## src/rtl/mfcc_seq_pkg.sv

```systemverilog
// Shared definitions for the MFCC frame/sample loop sequencer: state encoding,
// default widths and a counter-width helper.
package mfcc_seq_pkg;

   typedef enum logic [1:0] {
      StIdle = 2'd0,
      StRun  = 2'd1,
      StGap  = 2'd2,
      StDone = 2'd3
   } seq_state_e;

   localparam int unsigned DefOuterW    = 8;
   localparam int unsigned DefInnerW    = 10;
   localparam int unsigned DefGapCycles = 2;

   // Width of a counter that must reach n-1; at least one bit so n=0/1 stays legal.
   function automatic int unsigned cnt_w(input int unsigned n);
      return (n > 1) ? $clog2(n) : 1;
   endfunction

endpackage

```

## src/rtl/loop_cnt_sync.sv

```systemverilog
// Up-counter with synchronous reset/clear and a combinational at-bound flag.
module loop_cnt_sync #(
   parameter int unsigned W = 8
) (
   input  logic         clk,
   input  logic         rst,
   input  logic         clr,
   input  logic         en,
   input  logic [W-1:0] last,
   output logic [W-1:0] idx,
   output logic         at_last
);

   always_ff @(posedge clk) begin
      if (rst || clr) begin
         idx <= '0;
      end else if (en) begin
         idx <= idx + W'(1);
      end
   end

   assign at_last = (idx == last);

endmodule

```

## src/rtl/mfcc_loop_sequencer.sv

```systemverilog
// Two-level frame/sample loop controller issuing one indexed step per inner
// iteration, with downstream stall and a fixed drain gap between frames.
module mfcc_loop_sequencer
   import mfcc_seq_pkg::*;
#(
   parameter int unsigned OUTER_W    = DefOuterW,
   parameter int unsigned INNER_W    = DefInnerW,
   parameter int unsigned GAP_CYCLES = DefGapCycles
) (
   input  logic               clk,
   input  logic               rst,
   input  logic               start,
   input  logic [OUTER_W-1:0] outer_last,
   input  logic [INNER_W-1:0] inner_last,
   input  logic               stall,
   output logic               busy,
   output logic               step_valid,
   output logic [INNER_W-1:0] inner_idx,
   output logic [OUTER_W-1:0] outer_idx,
   output logic               frame_start,
   output logic               frame_end,
   output logic               done
);

   localparam int unsigned     GapW    = cnt_w(GAP_CYCLES);
   localparam logic [GapW-1:0] GapLast = GapW'((GAP_CYCLES > 0) ? GAP_CYCLES - 1 : 0);
   localparam logic            HasGap  = (GAP_CYCLES != 0);

   seq_state_e         state_q;
   logic [OUTER_W-1:0] outer_last_q;
   logic [INNER_W-1:0] inner_last_q;

   logic            start_acc;
   logic            inner_at_last;
   logic            outer_at_last;
   logic            gap_at_last;
   logic [GapW-1:0] gap_idx;
   logic            unused_gap_idx;

   assign start_acc  = (state_q == StIdle) && start;
   assign step_valid = (state_q == StRun) && !stall;

   // Indices wrap to zero on their last value instead of incrementing, so a bound
   // of all-ones never overflows.
   loop_cnt_sync #(.W(INNER_W)) u_inner_cnt (
      .clk     (clk),
      .rst     (rst),
      .clr     (start_acc || (step_valid && inner_at_last)),
      .en      (step_valid && !inner_at_last),
      .last    (inner_last_q),
      .idx     (inner_idx),
      .at_last (inner_at_last)
   );

   loop_cnt_sync #(.W(OUTER_W)) u_outer_cnt (
      .clk     (clk),
      .rst     (rst),
      .clr     (start_acc || (step_valid && inner_at_last && outer_at_last)),
      .en      (step_valid && inner_at_last && !outer_at_last),
      .last    (outer_last_q),
      .idx     (outer_idx),
      .at_last (outer_at_last)
   );

   loop_cnt_sync #(.W(GapW)) u_gap_cnt (
      .clk     (clk),
      .rst     (rst),
      .clr     (state_q != StGap),
      .en      (state_q == StGap),
      .last    (GapLast),
      .idx     (gap_idx),
      .at_last (gap_at_last)
   );

   assign unused_gap_idx = ^gap_idx;

   always_ff @(posedge clk) begin
      if (rst) begin
         state_q      <= StIdle;
         outer_last_q <= '0;
         inner_last_q <= '0;
      end else begin
         unique case (state_q)
            StIdle: begin
               if (start) begin
                  outer_last_q <= outer_last;
                  inner_last_q <= inner_last;
                  state_q      <= StRun;
               end
            end
            StRun: begin
               if (step_valid && inner_at_last) begin
                  if (outer_at_last) begin
                     state_q <= StDone;
                  end else if (HasGap) begin
                     state_q <= StGap;
                  end
               end
            end
            StGap: begin
               if (gap_at_last) begin
                  state_q <= StRun;
               end
            end
            StDone: begin
               state_q <= StIdle;
            end
            default: begin
               state_q <= StIdle;
            end
         endcase
      end
   end

   assign busy        = (state_q != StIdle);
   assign done        = (state_q == StDone);
   assign frame_start = step_valid && (inner_idx == '0);
   assign frame_end   = step_valid && inner_at_last;

endmodule

```

## config.mk

```make
export PLATFORM = sky130hd
export DESIGN_NAME = mfcc_loop_sequencer
export DESIGN_NICKNAME = d
export VERILOG_FILES = /design/src/rtl/mfcc_seq_pkg.sv /design/src/rtl/loop_cnt_sync.sv /design/src/rtl/mfcc_loop_sequencer.sv
export SDC_FILE = /design/constraint.sdc
export NUM_CORES = 1
export LEC_CHECK = 0
export CAP_MARGIN = 5
export CORE_MARGIN = 2
export CORE_UTILIZATION = 50
export CTS_CLUSTER_DIAMETER = 120
export CTS_CLUSTER_SIZE = 24
export DETAILED_ROUTE_END_ITERATION = 16
export PLACE_DENSITY_LB_ADDON = 0.1
export SYNTH_ARGS = -nofsm -noshare
export SYNTH_HDL_FRONTEND = slang
export SYNTH_HIERARCHICAL = 1
export SYNTH_SLANG_ARGS = --single-unit
```

## constraint.sdc

```tcl
create_clock -name clk -period 2.7 [get_ports clk]
set_input_delay 0.675 -clock clk [delete_from_list [all_inputs] [get_ports clk]]
set_output_delay 0.675 -clock clk [all_outputs]
set_load 0.01 [all_outputs]
```

==> flow_metrics.env, run 1 <==
export IMPL_hold_depth=2
export IMPL_cts_buffer_depth=2
export IMPL_die_h_um=67.9
export IMPL_critPathTopFamily="buffers and inverters"
export IMPL_top_usage_layer="met2"
export IMPL_synth_cell_type_count=38
export IMPL_ant_nets=0
export IMPL_period_share_pct=96.7
export IMPL_cts_tree="built"
export IMPL_drc_errors=0
export IMPL_wire_per_inst_um=12.7
export IMPL_power_leakage_nw=1.03
export IMPL_chipWidth_um=67.9
export IMPL_synthCells=222
export IMPL_postSynthAreaPerCell_um2=9.20
export IMPL_clock_skew_ps=5.04
export IMPL_max_stage_delay_ps=450
export IMPL_rsz0062_at_grt="false"
export IMPL_path_max_fanout=3
export IMPL_fmax_mhz=383
export IMPL_die_area_mm2=0.00461
export IMPL_fillers=335
export IMPL_yosysWarnings=6
export IMPL_hp_class="flip-flop to flip-flop"
export IMPL_ir_worst_vdd_uv=350
export IMPL_drt_iter0_drc=70
export IMPL_hp_start="inner_last_q[6]$_SDFFE_PP0P_"
export IMPL_seq_area_frac_synth_pct=38.2
export IMPL_cap_violations=0
export IMPL_slowest_stage="clkdlybuf4s50_1"
export IMPL_ios=45
export IMPL_path_cells="clkdlybuf4s50_1 > or3b_4 > inv_2 > buf_4 > dlygate4sd2_1"
export IMPL_final_max_slew_viol_count=0
export IMPL_period_minus_slack_ps=2610
export IMPL_critPathLaunchType="input port"
export IMPL_grt_util_met2_pct=33.2
export IMPL_clk_latency_ps=290
export IMPL_dp_slack_ps=-271
export IMPL_hold_violations=0
export IMPL_path_buf_inv=4
export IMPL_placement_io_buffers=44
export IMPL_register_area_um2=783
export IMPL_holdPathEnd="inner_last_q[6]$_SDFFE_PP0P_"
export IMPL_critPathArrivalTime_ps=1940
export IMPL_drtPass1Iterations=4
export IMPL_drive_above_1_share_pct=14.2
export IMPL_finalPower_mw=1.31
export IMPL_antenna_cells=0
export IMPL_start_util_pct=51.4
export IMPL_r2r_cells=9
export IMPL_critPathCaptureType="primary output"
export IMPL_grt_overflow_total=0
export IMPL_final_nets=305
export IMPL_num_vias=1705
export IMPL_clockRootBuffer="clkbuf_8"
export IMPL_yosys_most_used_dff="dfxtp_1"
export IMPL_use_met1_pct=25.2
export IMPL_power_density_mw_per_mm2=476
export IMPL_worst_slack_ps=88.8
export IMPL_drt_total_wl_mm=4.23
export IMPL_gp_congestion=0.795
export IMPL_core_mm2=0.00397
export IMPL_worstSetupPathType="input port to primary output"
export IMPL_grt_max_degree=30
export IMPL_regToRegSetupSlack_ps=590
export IMPL_path_clk_slew_ps=70
export IMPL_crit_cells=5
export IMPL_synthArstFlopShare_pct=0
export IMPL_cts_made_buffers=5
export IMPL_r2r_end="u_outer_cnt/idx[5]$_SDFFE_PP0P_"
export IMPL_viasPerCell=5.14
export IMPL_place_hpwl_mm=3.08
export IMPL_post_cts_buffers=0
export IMPL_setup_viol_count_final=0
export IMPL_r2r_start="u_inner_cnt/idx[2]$_SDFFE_PP0P_"
export IMPL_mappedNetlistNets=246
export IMPL_grt_use_met3_pct=4.44
export IMPL_syn2layout_area_growth_pct=34.6
export IMPL_ctsHoldBuffers=0
export IMPL_clkSinkCount=39
export IMPL_antenna_found_initial=0
export IMPL_ctsResizeCount=7
export IMPL_h_tree_depth=2
export IMPL_synth_seq_cells=39
export IMPL_grt_usage_pct=20.1
export IMPL_status="finished clean"
export IMPL_multi_input_area_mm2=0.00120
export IMPL_grt_pass1_vias=1546
export IMPL_synthesis_area_mm2=0.00204
export IMPL_grt_pass1_wl_mm=6.90
export IMPL_synth_edf_count=0
export IMPL_critPathRequiredTime_ps=2030
export IMPL_rows=23
-- cell families after synthesis --
| group | after synthesis | share of synthesized area (%) |
|---|---|---|
| AND/OR/NAND/NOR | 97 | 29.1 |
| other | 1 | 0.184 |
| multiplexers | 22 | 10.8 |
| XOR/XNOR | 28 | 12.0 |
| AO/OA/AOI/OAI | 17 | 4.96 |
| adder cells (fa/ha/maj) | 2 | 1.23 |
| flip-flops | 39 | 38.2 |
| buffers and inverters | 16 | 3.49 |
-- where the power goes --
group	internal [mW]	total (mW)	switching, mW
registers	0.604	0.625	0.0214
logic	0.145	0.251	0.106
clock network	0.233	0.432	0.199
-- registers in the layout (all words and copies together), names as in the netlist --
| signal | count |
|---|---|
| inner_last_q | 10 |
| u_gap_cnt/idx | 1 |
| u_outer_cnt/idx | 8 |
| u_inner_cnt/idx | 10 |
| state_q | 2 |
| outer_last_q | 8 |
-- cell usage after synthesis, types with 2 or more instances --
cell type,n,area (µm²)
dfxtp_1,39,781
nand2b_1,36,225
mux2i_1,22,220
xnor2_1,21,184
nor2_1,14,52.6
nand4_1,9,56.3
a21oi_1,7,35.0
clkbuf_1,7,26.3
xor2_1,7,61.3
nand2_1,6,22.5
or3_1,6,37.5
o21ai_0,5,25.0
nor4_1,4,25.0
inv_1,3,11.3
nand3_1,3,15.0
nor3b_1,3,22.5
or2_2,3,18.8
buf_2,2,10.0
buf_4,2,15.0
ha_1,2,25.0
o31ai_1,2,15.0
or3b_1,2,17.5
or4_1,2,15.0
-- worst max-delay path by stage --
stage	startpoint	endpoint
global route	stall	step_valid
global placement	stall	frame_start
floorplan	u_inner_cnt/idx[2]$_SDFFE_PP0P_	u_outer_cnt/idx[5]$_SDFFE_PP0P_
finish	stall	step_valid
detailed placement	stall	frame_start
CTS	stall	frame_start
-- cell usage in the layout (no fill, tap or decap), drive strengths merged --
cell	instances
mux2i	22
o31ai	2
nand2	6
a21oi	7
conb	1
nand3	4
and2b	1
a21o	1
xnor2	21
nand4	10
o32ai	1
dlygate4sd2	2
nor4	4
nor2	14
and4	1
nand2b	36
nor3b	4
or3	6
nor3	1
buf	20
or3b	2
dfxtp	39
xor2	7
or2	4
or4	2
clkdlybuf4s50	41
o21ai	5
and4bb	1
and2	1
inv	4
ha	2
clkbuf	9
o21ba	1
-- worst register-to-register path, delay by kind of cell, from the launching register on --
family / cells / cell delay, ps
buffers and inverters: 2 / 340
xor gates and xnor gates: 1 / 130
DFF: 1 / 370
AOI/OAI and AO/OA: 1 / 150
and+or+nand+nor: 5 / 1060
-- metal layers --
metal  wire length, µm  share of wire [%]
met4                57                1.3
met5                 0                  0
met3               165                3.9
met2              2050                 48
met1              1960                 46
-- per-stage QoR --
step | setup TNS [ps] | hold WS [ps] | util [%] | std cells | cell area, µm²
6_report | 0 | 487 | 69.2 | 332 | 2750
5_1_grt | 0 | 514 | 69.2 | 332 | 2750
4_1_cts | 0 | 492 | 69.3 | 332 | 2750
3_5_place_dp | -667 | 480 | 66.6 | 324 | 2650
3_3_place_gp | -465 | 473 | 66.6 | 324 | 2650
2_1_floorplan | 0 | 460 | - | 222 | 2040
-- layout make-up --
| cell class | instances | area share, % |
|---|---|---|
| Tap cell | 50 | 2.28 |
| Inverter | 4 | 0.546 |
| Multi-Input combinational cell | 167 | 43.8 |
| Sequential cell | 39 | 28.5 |
| Timing Repair Buffer | 64 | 21.2 |
| Clock buffer | 8 | 3.64 |
Power figures use the tool's default switching activity.
==> run 2: changes to the inputs <==
--- a/config.mk
+++ b/config.mk
@@ -12,6 +12,7 @@
 export CTS_CLUSTER_SIZE = 24
 export DETAILED_ROUTE_END_ITERATION = 16
 export PLACE_DENSITY_LB_ADDON = 0.1
+export SLEW_MARGIN = 20
 export SYNTH_ARGS = -nofsm -noshare
 export SYNTH_HDL_FRONTEND = slang
 export SYNTH_HIERARCHICAL = 1
==> results of run 2 <==
Same layout as run 1: the final DEF is identical, and so are final timing and power.
